File: src/rtl/sim_end_ctrl_pkg.sv
// Shared definitions for the simulation end controller.
//   state_e : controller state encoding (IDLE=0, DRAIN=1, DONE=2), 2-bit register
package sim_end_ctrl_pkg;

    localparam int unsigned STATE_W = 2;

    typedef enum logic [STATE_W-1:0] {
        ST_IDLE  = 2'd0,
        ST_DRAIN = 2'd1,
        ST_DONE  = 2'd2
    } state_e;

endpackage

File: src/rtl/sim_end_ctrl_if.sv
// Report bus between the reporting monitors and the end controller.
//   req_valid : per-monitor report valid
//   req_fail  : per-monitor report type (1 = fail / bad trap, 0 = pass / good trap)
//   req_code  : per-monitor report code, monitor i on bits [i*CODE_W +: CODE_W]
//   req_ready : per-monitor accept, one-hot or zero
//   master    : monitor side, slave : controller side
interface sim_end_ctrl_if #(
    parameter int unsigned NUM_REQ = 4,
    parameter int unsigned CODE_W  = 8
);

    logic [NUM_REQ-1:0]        req_valid;
    logic [NUM_REQ-1:0]        req_fail;
    logic [NUM_REQ*CODE_W-1:0] req_code;
    logic [NUM_REQ-1:0]        req_ready;

    modport master (
        output req_valid,
        output req_fail,
        output req_code,
        input  req_ready
    );

    modport slave (
        input  req_valid,
        input  req_fail,
        input  req_code,
        output req_ready
    );

endinterface

File: src/rtl/sim_end_ctrl_rr_arbiter.sv
// Combinational round-robin arbiter: grants the first requester found when
// scanning upward from ptr, wrapping modulo N.
//   req     : request vector
//   ptr     : highest-priority index for this cycle
//   gnt     : one-hot grant, zero when no request
//   gnt_idx : index of the granted requester (0 when no grant)
module rr_arbiter #(
    parameter int unsigned  N  = 4,
    localparam int unsigned IW = $clog2(N)
) (
    input  logic [N-1:0]  req,
    input  logic [IW-1:0] ptr,
    output logic [N-1:0]  gnt,
    output logic [IW-1:0] gnt_idx
);

    int unsigned   sum;
    logic [IW-1:0] idx;
    logic          found;

    // Scan N positions starting at ptr; first hit wins.
    always_comb begin
        gnt     = '0;
        gnt_idx = '0;
        found   = 1'b0;
        sum     = 0;
        idx     = '0;
        for (int unsigned off = 0; off < N; off++) begin
            sum = 32'(ptr) + off;
            if (sum >= N) begin
                sum = sum - N;
            end
            idx = IW'(sum);
            if (!found && req[idx]) begin
                found    = 1'b1;
                gnt[idx] = 1'b1;
                gnt_idx  = idx;
            end
        end
    end

endmodule

File: src/rtl/sim_end_ctrl.sv
// Simulation end controller: collects pass/fail reports from NUM_REQ monitors,
// records the first fail, lets the testbench drain for wait_cycles after it,
// and raises finish once the run may end (all passed, or drain elapsed).
//   clk, rst_l  : clock, asynchronous active-low reset
//   rpt         : report bus (slave side), one report accepted per cycle
//   wait_cycles : drain window, sampled when the first fail is accepted
//   fail_flag   : first fail accepted
//   pass_flag   : every monitor passed with no fail
//   finish      : simulation may end (holds until reset)
//   first_id / first_code / first_cycle : details of the first fail
//   err_count   : fails accepted, saturating
module sim_end_ctrl
    import sim_end_ctrl_pkg::*;
#(
    parameter int unsigned  NUM_REQ = 4,
    parameter int unsigned  CODE_W  = 8,
    parameter int unsigned  CYC_W   = 32,
    parameter int unsigned  CNT_W   = 16,
    localparam int unsigned ID_W    = $clog2(NUM_REQ)
) (
    input  logic              clk,
    input  logic              rst_l,
    sim_end_ctrl_if.slave     rpt,
    input  logic [CNT_W-1:0]  wait_cycles,
    output logic              fail_flag,
    output logic              pass_flag,
    output logic              finish,
    output logic [ID_W-1:0]   first_id,
    output logic [CODE_W-1:0] first_code,
    output logic [CYC_W-1:0]  first_cycle,
    output logic [CNT_W-1:0]  err_count
);

    state_e              state_q, state_d;
    logic [ID_W-1:0]     ptr_q, ptr_d;
    logic [CYC_W-1:0]    cyc_q;
    logic [CNT_W-1:0]    drain_q, drain_d;
    logic [NUM_REQ-1:0]  seen_q, seen_d;
    logic [CNT_W-1:0]    err_d, err_inc;
    logic [ID_W-1:0]     first_id_d;
    logic [CODE_W-1:0]   first_code_d;
    logic [CYC_W-1:0]    first_cycle_d;
    logic                fail_d, pass_d, finish_d;

    logic [NUM_REQ-1:0]  arb_req, gnt;
    logic [ID_W-1:0]     gnt_idx;
    logic                accept, acc_fail;
    logic [CODE_W-1:0]   acc_code;
    logic [CODE_W-1:0]   code_arr [NUM_REQ];

    // No requester is served once the run is over.
    assign arb_req = (state_q == ST_DONE) ? '0 : rpt.req_valid;

    rr_arbiter #(.N(NUM_REQ)) u_arb (
        .req     (arb_req),
        .ptr     (ptr_q),
        .gnt     (gnt),
        .gnt_idx (gnt_idx)
    );

    // Ready is held low while reset is asserted so nothing looks accepted.
    assign rpt.req_ready = rst_l ? gnt : '0;
    assign accept        = (gnt != '0);

    // Unpack the flat code bus for indexing by the granted requester.
    for (genvar g = 0; g < NUM_REQ; g++) begin : g_code
        assign code_arr[g] = rpt.req_code[g*CODE_W +: CODE_W];
    end

    assign acc_fail = rpt.req_fail[gnt_idx];
    assign acc_code = code_arr[gnt_idx];
    assign err_inc  = (err_count == '1) ? err_count : err_count + CNT_W'(1);

    // Next-state and next-output logic.
    always_comb begin
        state_d       = state_q;
        ptr_d         = ptr_q;
        drain_d       = drain_q;
        seen_d        = seen_q;
        err_d         = err_count;
        first_id_d    = first_id;
        first_code_d  = first_code;
        first_cycle_d = first_cycle;
        fail_d        = fail_flag;
        pass_d        = pass_flag;

        if (accept) begin
            ptr_d = (gnt_idx == ID_W'(NUM_REQ - 1)) ? '0 : gnt_idx + ID_W'(1);
        end

        case (state_q)
            ST_IDLE: begin
                if (accept && acc_fail) begin
                    first_id_d    = gnt_idx;
                    first_code_d  = acc_code;
                    first_cycle_d = cyc_q;
                    fail_d        = 1'b1;
                    err_d         = err_inc;
                    drain_d       = wait_cycles;
                    // A zero window ends the run on the very next cycle.
                    state_d       = (wait_cycles == '0) ? ST_DONE : ST_DRAIN;
                end else if (accept) begin
                    seen_d = seen_q | gnt;
                    if (&(seen_q | gnt)) begin
                        pass_d  = 1'b1;
                        state_d = ST_DONE;
                    end
                end
            end
            ST_DRAIN: begin
                if (accept && acc_fail) begin
                    err_d = err_inc;
                end
                // Finish lands wait_cycles+1 cycles after the first fail.
                if (drain_q <= CNT_W'(1)) begin
                    drain_d = '0;
                    state_d = ST_DONE;
                end else begin
                    drain_d = drain_q - CNT_W'(1);
                end
            end
            ST_DONE: begin
                state_d = ST_DONE;
            end
            default: begin
                state_d = ST_IDLE;
            end
        endcase

        finish_d = (state_d == ST_DONE);
    end

    // State and output registers.
    always_ff @(posedge clk or negedge rst_l) begin
        if (!rst_l) begin
            state_q     <= ST_IDLE;
            ptr_q       <= '0;
            cyc_q       <= '0;
            drain_q     <= '0;
            seen_q      <= '0;
            err_count   <= '0;
            first_id    <= '0;
            first_code  <= '0;
            first_cycle <= '0;
            fail_flag   <= 1'b0;
            pass_flag   <= 1'b0;
            finish      <= 1'b0;
        end else begin
            state_q     <= state_d;
            ptr_q       <= ptr_d;
            cyc_q       <= cyc_q + CYC_W'(1);
            drain_q     <= drain_d;
            seen_q      <= seen_d;
            err_count   <= err_d;
            first_id    <= first_id_d;
            first_code  <= first_code_d;
            first_cycle <= first_cycle_d;
            fail_flag   <= fail_d;
            pass_flag   <= pass_d;
            finish      <= finish_d;
        end
    end

endmodule

File: src/flat_wrapper.sv
// flat-port wrapper written by rule: the top's interface ports become plain ports
module sim_end_ctrl_flat import sim_end_ctrl_pkg::*;
#(
    parameter int unsigned  NUM_REQ = 4,
    parameter int unsigned  CODE_W  = 8,
    parameter int unsigned  CYC_W   = 32,
    parameter int unsigned  CNT_W   = 16,
    localparam int unsigned ID_W    = $clog2(NUM_REQ)
)
  (clk, rst_l, wait_cycles, fail_flag, pass_flag, finish, first_id, first_code, first_cycle, err_count, rpt_req_valid, rpt_req_fail, rpt_req_code, rpt_req_ready);
  sim_end_ctrl_if #(.NUM_REQ(NUM_REQ), .CODE_W(CODE_W)) rpt_i ();
  input  logic clk;
  input  logic rst_l;
  input  logic [CNT_W-1:0] wait_cycles;
  output logic fail_flag;
  output logic pass_flag;
  output logic finish;
  output logic [ID_W-1:0] first_id;
  output logic [CODE_W-1:0] first_code;
  output logic [CYC_W-1:0] first_cycle;
  output logic [CNT_W-1:0] err_count;
  input wire logic [$bits(rpt_i.req_valid)-1:0] rpt_req_valid;
  input wire logic [$bits(rpt_i.req_fail)-1:0] rpt_req_fail;
  input wire logic [$bits(rpt_i.req_code)-1:0] rpt_req_code;
  output wire logic [$bits(rpt_i.req_ready)-1:0] rpt_req_ready;
  assign rpt_i.req_valid = rpt_req_valid;
  assign rpt_i.req_fail = rpt_req_fail;
  assign rpt_i.req_code = rpt_req_code;
  assign rpt_req_ready = rpt_i.req_ready;
  sim_end_ctrl #(.NUM_REQ(NUM_REQ), .CODE_W(CODE_W), .CYC_W(CYC_W), .CNT_W(CNT_W)) u_core (.clk(clk), .rst_l(rst_l), .rpt(rpt_i), .wait_cycles(wait_cycles), .fail_flag(fail_flag), .pass_flag(pass_flag), .finish(finish), .first_id(first_id), .first_code(first_code), .first_cycle(first_cycle), .err_count(err_count));
endmodule
File: config.mk
export PLATFORM = sky130hd
export DESIGN_NAME = sim_end_ctrl_flat
export DESIGN_NICKNAME = d
export VERILOG_FILES = /design/src/rtl/sim_end_ctrl_pkg.sv /design/src/rtl/sim_end_ctrl_if.sv /design/src/rtl/sim_end_ctrl_rr_arbiter.sv /design/src/rtl/sim_end_ctrl.sv /design/src/flat_wrapper.sv
export SDC_FILE = /design/constraint.sdc
export NUM_CORES = 1
export LEC_CHECK = 0
export ABC_CLOCK_PERIOD_IN_PS = 7920
export CORE_MARGIN = 1
export CORE_UTILIZATION = 40
export CTS_CLUSTER_DIAMETER = 150
export DETAILED_ROUTE_END_ITERATION = 10
export SLEW_MARGIN = 20
export SYNTH_ARGS = -nofsm -noshare
export SYNTH_HDL_FRONTEND = slang
export SYNTH_SLANG_ARGS = --single-unit
export TNS_END_PERCENT = 30
File: constraint.sdc
create_clock -name clk -period 7.92 [get_ports clk]
set_clock_uncertainty 0.2 [all_clocks]
set_input_delay 1.584 -clock clk [delete_from_list [all_inputs] [get_ports clk]]
set_output_delay 1.584 -clock clk [all_outputs]
set_load 0.005 [all_outputs]
==> flow_results.org, run 1 <==
** Route
- Via total after detailed routing :: 4790
- Wires add up to 14.5 mm.
- Dividing the detail-routed via count by the number of cells gives 5.39.
- Mean routed wirelength per cell :: 16.3 µm
- First-pass iteration count of the detailed router :: 4
- Number of DRC markers after the initial detailed-route iteration :: 199
- For this run, design rule violations remaining after detail routing come to 0.
- Remaining antenna violation count :: 0

** Logic synthesis
- Counting flops with a built-in enable in the synthesized netlist gives 0.
- Async set or reset register ratio after synthesis :: 100%
- Area contributors post-synth :: sky130_fd_sc_hd__dfrtp_1 47%, sky130_fd_sc_hd__mux2_1 6.0%, sky130_fd_sc_hd__mux2i_1 4.2%
- Number of synthesis warnings :: 0
- Averaged over all synthesized cells, the footprint is 11.1 µm².
- Cell type with the largest total area after synthesis :: sky130_fd_sc_hd__dfrtp_1
- Count of state elements after synthesis :: 117
- When the netlist entered floorplanning its net count stood at 634.
- Cell Area, Synth :: 6240 µm²
- Commonest cells in the synthesized netlist :: 117 x sky130_fd_sc_hd__dfrtp_1, 41 x sky130_fd_sc_hd__nand2_1, 35 x sky130_fd_sc_hd__nor2_1, 33 x sky130_fd_sc_hd__mux2_1
- For this run, the leading register cell type out of synthesis is sky130_fd_sc_hd__dfrtp_1.
- Top-area cell type share of the netlist area :: 46.9%
- After synthesis, flip-flops and latches occupy 46.9% of the total area.
- Synthesis handed over a netlist of 564 instances.
- Leading cell type by number of instances after synthesis :: sky130_fd_sc_hd__dfrtp_1
- Counting distinct cell types in the post-synthesis netlist gives 75.

** Setup path
- Stages on worst setup path :: 8
- Sum of buffers and inverters on the critical path :: 2
- First element of the critical path :: rpt_req_valid[3]
- Max FO, Critical Path :: 8
- Top cell by count, worst path :: sky130_fd_sc_hd__clkdlybuf4s50_1
- The critical path is of the input pin to output pin type.
- The endpoint identified for the worst register-to-register timing path is u_core.first_code[2].
- For the worst flop-to-flop path, the logic depth is 10.
- Data on the critical path arrives at its endpoint at 4.12 ns.
- Delay-heaviest family, CP :: buffers and inverters
- STA classifies the critical path startpoint as an input pin.
- Endpoint of the worst setup timing path :: rpt_req_ready[0]
- Nature of the critical path endpoint :: output pin
- Traced cell by cell, the critical path runs through clkdlybuf4s50_1, mux2_2, nand3_1, o21ai_0, a22o_1, a211oi_1, nor2b_1, clkdlybuf4s50_1.
- Setup slack on the worst reg-to-reg path comes out at 3.34 ns.
- Data on the critical path is required at its endpoint by 6.14 ns.
- The largest single stage delay on the critical path is 0.53 ns.
- CP max-delay cell :: sky130_fd_sc_hd__clkdlybuf4s50_1

** Die
- For this design the top-level I/O count stands at 123.
- For this configuration, the core starts out at a cell density of 41.1%.
- Die area :: 16100 µm²
- The total area inside the core boundary comes to 15200 µm².
- Die boundary height :: 127 µm
- Floorplan row count :: 45
- Die Wd :: 127 µm

** STA
- The final critical path takes up 74.6% of the cycle.
- Final setup vio count :: 0
- RSZ-0062 raised after global routing :: no
- Setup total negative slack on the finished layout was measured at 0 ns.
- The final hold violation count is 0.
- Timing would allow up to 169 MHz.
- The number of slew-limit violations in the final report was 0.
- Subtracting the final worst setup slack from the clock period gives 5.91 ns.
- Worst-Margin Slew :: 1.05 ns
- Worst slew margin relative to its limit :: 30.0%

** Power
- Maximum vdd drop :: 0.192 mV
- Per report_power, the clock group accounts for 27.7% of the total.
- Pwr/cell area :: 344 nW/µm²
- Switching pwr :: 1.02 mW
- Combinational cells account for 42.5% of the total power.
- The design draws 2.82 mW.
- In this run, flip-flops and latches consume 29.7% of the power.
- Summed over all cells, the static leakage comes to 3.54 nW.
- The internal portion of the total power is 1.80 mW.
- Net switching is 36.2% of the power.

** Worst hold path
- In this run the most critical hold path is launched from u_core.pass_flag.
- The path class of the tightest hold or removal check is flip-flop to flip-flop.

** Clocking
- The H-tree was split into 4 levels.
- Quantity of gates resized following cts :: 0
- Clock tree synthesis selected as its root buffer the cell sky130_fd_sc_hd__clkbuf_16.
- TritonCTS clock tree :: built
- Buffer depth of the longest clock path :: 2
- Clock tree synthesis found a total of 117 sinks.
- Clock-pin slew was measured on the worst setup and hold paths at 0.05 ns.
- After clock tree synthesis, the setup repair step added 0 buffers.
- Clock network latency to the later pin of the worst-skew pair :: 0.41 ns
- Inserted Clock Buffers :: 17
- Post-CTS Hold Fix Bufs :: 0

** Global route
- Pin count of the biggest net entering global routing :: 65
- In the global route stage, overall resource usage came out at 19.2%.
- For this run the aggregate overflow at the end of global routing stands at 0.
- The number of global-route vias before repair came to 4884.
- The first global-routing pass estimated 24.4 mm of wire.
- The initial antenna violation count was 0.

** Cells and area
- At the end of the flow, the number of nets in the layout was 757.
- The number of antenna diodes in the final layout is 0.
- Synthesis-to-layout area growth :: 31.0%
- Of the cells placed in the final design, the portion with a size suffix greater than 1 is 9.29%.

** Placement
- Number of I/O port buffers :: 122
- The congestion estimate from routability-driven global placement came to 0.828.
- Detailed placement finished with a half-perimeter wire length of 10.2 mm.

** Run
- Across the run, the number of max-cap violations was 0.

** Status
- The run finished with clean final reports.
==> sequential cells by signal, indices dropped and copies added, names as in the netlist, 2 cells and up, named ones only <==
signal              cells
u_core.err_count       16
u_core.seen_q           4
u_core.cyc_q           32
u_core.first_cycle     32
u_core.drain_q         16
u_core.first_code       8
u_core.first_id         2
u_core.state_q          2
==> placed cells by master, fill, tap and decap left out, types with 7 or more instances in the layout <==
cell and n:
sky130_fd_sc_hd__nor4_1 11, sky130_fd_sc_hd__and4_1 7, sky130_fd_sc_hd__nand3_1 20, sky130_fd_sc_hd__inv_1 13, sky130_fd_sc_hd__mux2_1 33, sky130_fd_sc_hd__nor3_1 15
sky130_fd_sc_hd__mux2i_1 26, sky130_fd_sc_hd__xnor2_1 25, sky130_fd_sc_hd__nand2_1 41, sky130_fd_sc_hd__dfrtp_1 117, sky130_fd_sc_hd__and3_1 9, sky130_fd_sc_hd__nand4_1 10
sky130_fd_sc_hd__xor2_1 26, sky130_fd_sc_hd__o21ai_0 20, sky130_fd_sc_hd__clkbuf_16 17, sky130_fd_sc_hd__nor2_1 35, sky130_fd_sc_hd__nor2b_1 12, sky130_fd_sc_hd__a21oi_1 7
sky130_fd_sc_hd__ha_1 12, sky130_fd_sc_hd__clkdlybuf4s50_1 121, sky130_fd_sc_hd__mux2_2 12
==> how the worst min path moves through the flow <==
stage | to | slack (ns) | cells after the start
6_report | u_core.pass_flag | 0.26 | 1
5_1_grt | u_core.seen_q[0] | 0.29 | 2
4_1_cts | u_core.seen_q[0] | 0.27 | 2
3_5_place_dp | u_core.seen_q[0] | 0.26 | 2
3_3_place_gp | u_core.seen_q[2] | 0.25 | 2
2_1_floorplan | u_core.seen_q[0] | 0.23 | 2
==> per-stage QoR <==
step | worst slack [ns] | std cells | cell area (µm²) | hold slack, ns | util (%)
2_1_floorplan | 3.27 | 564 | 6240 | 0.227 | -
3_3_place_gp | 2.14 | 856 | 7570 | 0.247 | 49.8
3_5_place_dp | 2.09 | 856 | 7570 | 0.255 | 49.8
4_1_cts | 2.08 | 888 | 8170 | 0.267 | 53.8
5_1_grt | 1.81 | 888 | 8180 | 0.286 | 53.8
6_report | 2.01 | 888 | 8180 | 0.260 | 53.8
==> worst register-to-register path: cells and delay by family, from the launching register on <==
kind | cells | cell delay [ns]
muxes | 2 | 0.60
AOI/OAI and AO/OA | 1 | 0.45
adders and majority gates | 1 | 0.52
and+or+nand+nor | 5 | 1.72
DFF | 1 | 0.70
buffers and inverters | 1 | 0.29
==> logic make-up after synthesis <==
kind of cell    Yosys count  share of synthesized area, %
xor+xnor                 51                          7.15
mux                      73                          12.7
compound gates           79                          9.88
buf+inv                  34                          3.09
flops                   117                          46.9
fa+ha+maj                12                          2.40
simple gates            198                          17.9
==> area by class of cell <==
type | instances | area, µm²
fillers | 1363 | 7020
multi-input cells | 413 | 3130
flip-flops and latches | 117 | 2930
repair buffers | 124 | 1230
clock buffers | 23 | 448
well taps | 188 | 235
clock inverters | 9 | 153
inverters | 14 | 52.6
==> power groups by stage <==
stage | combinational, mW | sequential, mW | clock [mW]
after floorplan | 0.913 | 0.800 | 0
after global placement | 1.18 | 0.842 | 0
after detailed placement | 1.20 | 0.848 | 0
after CTS | 1.20 | 0.838 | 0.803
after global routing | 1.32 | 0.860 | 0.829
final | 1.20 | 0.838 | 0.781
==> layer usage <==
| metal | track usage [%] | part of all wire (%) | vias to the layer above |
|---|---|---|---|
| li1 | - | - | 2307 |
| met3 | 6.03 | 5.1 | 5 |
| met5 | 0 | 0 | - |
| met1 | 24.8 | 46 | 2364 |
| met2 | 31.1 | 48 | 114 |
| met4 | 5.53 | 0.47 | 0 |
Power figures use the tool's default switching activity.
==> inputs of run 2 (changes only) <==
- ABC_CLOCK_PERIOD_IN_PS: 7920 -> 5090
- PLACE_DENSITY: default -> 0.67
- clock period: 7.92 -> 5.09 ns (I/O delays scaled with it)
==> run 2 against run 1 <==
- register-to-register slack worse by 2.1 ns
- largest power group unchanged
- via count up 3.2%
- die area unchanged
- hold slack worse by 0.0022 ns
- sequential share of layout area down 0.53 points
- first-iteration DRC count up 87%
- flip-flop and latch count unchanged
- cell count up 1.0%
==> flow_results.org, run 2 (synthesis results as in run 1) <==
** Power
- For this design the static power due to leakage is 3.61 nW.
- The design draws 4.59 mW.
- VDD sags by at most 0.315 mV.
- Pwr/cell area :: 553 nW/µm²

** Clocking
- CTS Sinks :: 117
- The number of setup buffers added after CTS is 0.
- Post-CTS Hold Fix Bufs :: 0
- Deepest level of the CTS H-tree :: 4
- Post-CTS repair changed the size of 0 cells.
- Clock network latency to the later pin of the worst-skew pair :: 0.42 ns
- TritonCTS created 17 clock buffers.
- The clock passes through at most 2 buffers.
- Clock transition at the register clock pins on the worst setup and hold paths after CTS :: 0.06 ns
- TritonCTS built the clock tree.
- CTS placed an instance of sky130_fd_sc_hd__clkbuf_16 at the clock tree root.

** Route
- Detailed routing placed a total of 847 µm of wire on met3.
- Via/cell ratio :: 5.51
- M1 WL :: 6.56 mm
- After the first detailed-routing iteration, the DRC count stood at 372.
- For this run, design rule violations remaining after detail routing come to 0.
- Uppermost layer routed :: met4
- Via total after detailed routing :: 4943
- First-pass iteration count of the detailed router :: 5
- Wire segments on met2 add up to 7.50 mm in the final route.
- Remaining antenna violation count :: 0
- In the final routed layout, each cell accounts on average for 16.8 µm.
- Sum of routed wire length over all layers :: 15.1 mm

** Cells and area
- Summing all flip-flop and latch instances after layout gives 2930 µm².
- The area growth from synthesis to layout is 33.0%.
- Layout fillers :: 1289
- Excluding fillers, the count of instances in the completed layout stands at 897.
- The repair_antennas step left the layout with diodes totalling 0.
- Layout net count :: 766
- The library cell used most frequently in the layout, excluding fill and tap cells, is sky130_fd_sc_hd__clkdlybuf4s50_1.
- Final design utilization :: 54.6%
- Area of all placed cells without fillers :: 8300 µm²
- In the final layout, the multi-input gates occupy 3120 µm².
- Commonest cells after routing, fill and taps aside :: 121 x sky130_fd_sc_hd__clkdlybuf4s50_1, 117 x sky130_fd_sc_hd__dfrtp_1, 41 x sky130_fd_sc_hd__nand2_1
- Ratio of cells with drive above 1 in the final layout :: 11.1%
- The largest registers in the layout are u_core.cyc_q: 32 flops, u_core.first_cycle: 32 flops.

** Setup path
- The worst setup path is launched from an input pin.
- For the worst setup path, the data arrival time is 3.54 ns.
- For the worst flop-to-flop path, the logic depth is 10.
- Nature of the critical path endpoint :: output pin
- Max FO, Critical Path :: 8
- Path type of the worst setup path :: input pin to output pin
- STA puts the critical path data required time at 3.87 ns.

** STA
- For the pin with the worst max-slew slack, the measured transition is 0.747 ns.
- Final worst-path setup slack :: 0.332 ns
- Top achievable clock speed :: 210 MHz
- Worst slew margin relative to its limit :: 50.0%
- Setup tns final :: 0 ns
- Final slew viol count :: 0
- After layout, the minimum clock period comes to 4.76 ns.
- Final worst-path cycle share :: 93.5%
- Final Hold Vio Count :: 0
- RSZ-0062 raised after global routing :: no
- Setup violations remaining at the end of the flow were counted as 0.
- Final hold analysis gives a worst-case slack of 0.258 ns.

** Status
- The flow ran to the end, and the final reports show no timing, DRC or antenna violations.

** Placement
- After detailed placement, the design holds a cell count of 865.
- At the end of routability-driven placement, the weighted congestion stood at 0.853.
- After detailed placement, the total cell area comes to 7640 µm².
- Buffers placed on the I/O ports in this run total 122.
- Setup WS pre-CTS :: 0.412 ns
- Detailed Place HPWL :: 10.6 mm

** Run
- Max cap viols :: 0

** Die
- The floorplan has 45 rows.
- Pin placement for this block handled 123 I/O pins.
- For this configuration, the core starts out at a cell density of 41.1%.
- Measured along the x axis, the die boundary spans 127 µm.
- The die is 127 µm tall.
- Area of the placeable core :: 15200 µm²
- The die covers 16100 µm².

** Global route
- Pin count of the biggest net entering global routing :: 54
- The initial antenna violation count is 0.
- The first global-routing pass estimated 24.6 mm of wire.
- Leftover overflow at the end of global routing :: 0
- Via count of the first global-routing pass :: 4905
- All-Layer GR Usage :: 19.4%

** Worst hold path
- HP Class :: flip-flop to flip-flop
- Cell depth of the worst hold path :: 2
==> run 2: worst max-delay path: stages <==
cell,delay [ns]
sky130_fd_sc_hd__clkdlybuf4s50_1,0.52
sky130_fd_sc_hd__mux2_2,0.36
sky130_fd_sc_hd__nand3_1,0.13
sky130_fd_sc_hd__o21ai_0,0.24
sky130_fd_sc_hd__a22o_1,0.34
sky130_fd_sc_hd__a211oi_1,0.39
sky130_fd_sc_hd__nor2b_1,0.08
sky130_fd_sc_hd__clkdlybuf4s50_1,0.45
==> run 2: per-layer routing <==
layer,track usage (%),up-vias
li1,-,2328
met1,24.1,2439
met2,32.0,159
met4,6.65,0
met5,0,-
met3,6.03,17
==> run 2: path summary, 6_finish.rpt <==
kind,startpoint,endpoint,slack [ns]
setup / recovery,rpt_req_valid[3],rpt_req_ready[0],0.33
hold / removal,u_core.seen_q[0],u_core.seen_q[0],0.26
min in group asynchronous,rst_l,u_core.first_cycle[21],0.35
max in group asynchronous,rst_l,u_core.drain_q[10],2.83
setup reg to reg,flip-flop,u_core.first_cycle[11],1.21
hold reg to reg,u_core.seen_q[0],u_core.seen_q[0],0.26
==> run 2: cell type report <==
| cell class | count | area share [%] |
|---|---|---|
| Inverter | 14 | 0.633 |
| Multi-Input combinational cell | 413 | 37.6 |
| Sequential cell | 117 | 35.3 |
| Clock buffer | 19 | 5.33 |
| Tap cell | 188 | 2.83 |
| Clock inverter | 13 | 2.64 |
| Timing Repair Buffer | 133 | 15.7 |
==> run 2: power breakdown <==
group          switching [mW]  internal, mW
combinational            1.09         0.919
clock                   0.446         0.889
sequential              0.147          1.10
total                    1.68          2.91
==> inputs of run 3 (changes only) <==
--- a/config.mk
+++ b/config.mk
@@ -8,3 +8,4 @@
 export ABC_CLOCK_PERIOD_IN_PS = 5090
-export CORE_MARGIN = 1
+export CAP_MARGIN = 10
+export CORE_MARGIN = 3
 export CORE_UTILIZATION = 40
--- a/constraint.sdc
+++ b/constraint.sdc
@@ -4,2 +4,2 @@
 set_output_delay 1.018 -clock clk [all_outputs]
-set_load 0.005 [all_outputs]
+set_load 0.1 [all_outputs]
==> run 3 against run 2 <==
- combinational power grew 37%
- cell count increased by 2.2%
- clock power shrank 5%
- clock-buffer cell count did not move
- highest routed layer unchanged
- global-route usage fell by 1.1 points
- final area up 0.32%
- largest power group unchanged
- die area rose by 6.4%
- flip-flop and latch count unchanged
==> flow_results.org, run 3 (synthesis results as in run 1) <==
** Route
- The first routing iteration left 174 violations.
- Wires add up to 15.2 mm.
- After detailed routing, the average wire length per cell comes to 16.5 µm.
- The detail route stage leaves a number of antenna-violating nets equal to 0.
- Across all layers, the routed design uses 4891 vias.
- DRC viols :: 0
- The first TritonRoute pass finished after 7 iterations.
- Dividing the detail-routed via count by the number of cells gives 5.33.

** Global route
- Entering global routing, the biggest net connects 67 pins.
- All-Layer GR Usage :: 18.3%
- The number of global-route vias before repair is 5030.
- Global routing finished with a remaining overflow of 0.
- The initial antenna violation count is 0.
- Global-route wire length before repair :: 24.8 mm

** STA
- Final worst-path cycle share :: 91.2%
- After routing, the total negative slack on setup checks comes to 0 ns.
- Based on the critical path, the design can be clocked at up to 215 MHz.
- Final slew viol count :: 0
- Worst slew margin relative to its limit :: 33.8%
- For the pin with the worst max-slew slack, the measured transition is 0.989 ns.
- The final hold violation count is 0.
- Final setup vio count :: 0
- Setup repair after global routing left no endpoint under its margin.
- Final worst-path setup slack :: 0.449 ns
- Counting I/O delays and the setup requirement, the final critical path takes 4.64 ns.

** Clocking
- For this design, the CTS-stage hold fixing added 0 buffers.
- Quantity of gates resized following cts :: 0
- CTS Sinks :: 117
- Deepest level of the CTS H-tree :: 4
- TritonCTS built the clock tree.
- Once the clock tree was built, the setup fixing pass inserted 0 buffers.
- In this run the clock root is driven by a sky130_fd_sc_hd__clkbuf_16.
- After clock tree synthesis, the clock-pin slew on the worst setup and hold paths is 0.05 ns.
- Clock latency on the worst-skew pair, taken at its later pin, is 0.41 ns.
- Buffer depth of the longest clock path :: 2
- Counting the buffers created by CTS gives 17.

** Die
- Floorplan row count :: 45
- Area of the placeable core :: 15300 µm²
- Initial Utilization :: 40.9%
- The die is 131 µm tall.
- The die is 131 µm wide.
- Number of top-level pins :: 123
- The floorplan step defined a die boundary enclosing 17100 µm².

** Cells and area
- The sequential cells in the finished layout cover a total of 2930 µm².
- Leading registers by flop count :: u_core.cyc_q: 32 flops, u_core.first_cycle: 32 flops
- The finished layout holds 917 standard cells, fillers aside.
- Layout fillers :: 1317
- Final design utilization :: 54.6%
- In the layout the commonest cells are 117 x sky130_fd_sc_hd__dfrtp_1, 117 x sky130_fd_sc_hd__clkdlybuf4s50_1, 41 x sky130_fd_sc_hd__nand2_1.
- The net count of the finished layout is 765.
- Inserted Diodes :: 0
- Cells with a size suffix above 1 make up 11.5% of the layout.
- Area used by multi-input combinational logic :: 3120 µm²
- Synthesis-to-layout area growth :: 33.4%

** Setup path
- Nature of the critical path endpoint :: output pin
- Path type of the worst setup path :: flip-flop to output pin
- In this run the critical register-to-register path is launched from u_core.ptr_q[1].
- STA puts the critical path data required time at 3.87 ns.
- First element of the critical path :: u_core.ptr_q[1]
- Crit start category :: flip-flop
- Worst Path Arrival :: 3.42 ns
- Max FO, Critical Path :: 14

** Status
- Result of the run :: complete, no violations

** Placement
- Once placement completed, the tool counted placed cells totaling 887.
- Detailed Place HPWL :: 10.7 mm
- Final weighted congestion in routability-driven placement :: 0.861
- Setup WS pre-CTS :: 0.587 ns
- The count of buffers added on input and output ports is 122.

** Power
- In this run the power density over the cells is 634 nW/µm².
- IR analysis of the VDD net gives a maximum drop of 0.346 mV.
- In this run the static leakage power is 3.61 nW.

** Worst hold path
- The worst hold path begins at u_core.pass_flag.
- HP Class :: flip-flop to flip-flop

** Run
- Across the run, the number of max-cap violations was 0.
-- run 3: cell count changes in the layout (fill, tap and decap cells not counted), sizes merged --
cell	before	now
clkinvlp	1	0
clkdlybuf4s50	121	117
buf	12	15
bufinv	5	4
-- run 3: metrics by stage --
stage	hold slack, ns	power, mW	area, µm²
finish	0.261	5.28	8330
global route	0.281	5.58	8330
CTS	0.271	5.32	8330
detailed placement	0.257	4.02	7700
global placement	0.240	3.97	7700
floorplan	0.227	3.41	6240
-- run 3: routing by layer --
metal  routed length, µm  global-route usage [%]  vias to the layer above
li1                    -                       -                     2332
met1                6680                    23.6                     2407
met2                7580                    30.0                      139
met3                 796                    5.41                       13
met5                   0                       0                        -
met4                  95                    4.90                        0
-- run 3: area by class of cell --
type                            instances  area share (%)
Tap cell                              211            3.17
Timing Repair Buffer                  132            16.0
Multi-Input combinational cell        413            37.5
Inverter                               14           0.631
Clock inverter                         11            2.09
Clock buffer                           19            5.44
Sequential cell                       117            35.2
-- run 3: critical path: stages (launching register included) --
cell and delay [ns]:
sky130_fd_sc_hd__dfrtp_1 0.62, sky130_fd_sc_hd__inv_1 0.20, sky130_fd_sc_hd__ha_1 0.49, sky130_fd_sc_hd__mux2i_1 0.37
sky130_fd_sc_hd__nor3_1 0.12, sky130_fd_sc_hd__o221a_4 0.29, sky130_fd_sc_hd__a22o_1 0.23, sky130_fd_sc_hd__a211oi_1 0.37
sky130_fd_sc_hd__nor2b_1 0.14, sky130_fd_sc_hd__buf_12 0.19
-- run 3: power breakdown --
| part | leakage (nW) | total, mW | internal [mW] | switching, mW |
|---|---|---|---|---|
| Clock | 0.310 | 1.27 | 0.843 | 0.424 |
| Sequential | 1.49 | 1.25 | 1.11 | 0.149 |
| Combinational | 1.81 | 2.76 | 0.932 | 1.82 |
-- run 3: final timing paths --
| check | to | slack, ns | depth (start not counted) |
|---|---|---|---|
| worst max-delay path | rpt_req_ready[1] | 0.45 | 9 |
| worst min register to register | u_core.pass_flag | 0.26 | 1 |
| worst min-delay path | u_core.pass_flag | 0.26 | 1 |
| min in group asynchronous | u_core.first_cycle[31] | 0.66 | 2 |
| max in group asynchronous | u_core.first_id[0] | 2.83 | 3 |
| worst max register to register | u_core.first_cycle[9] | 0.92 | 9 |
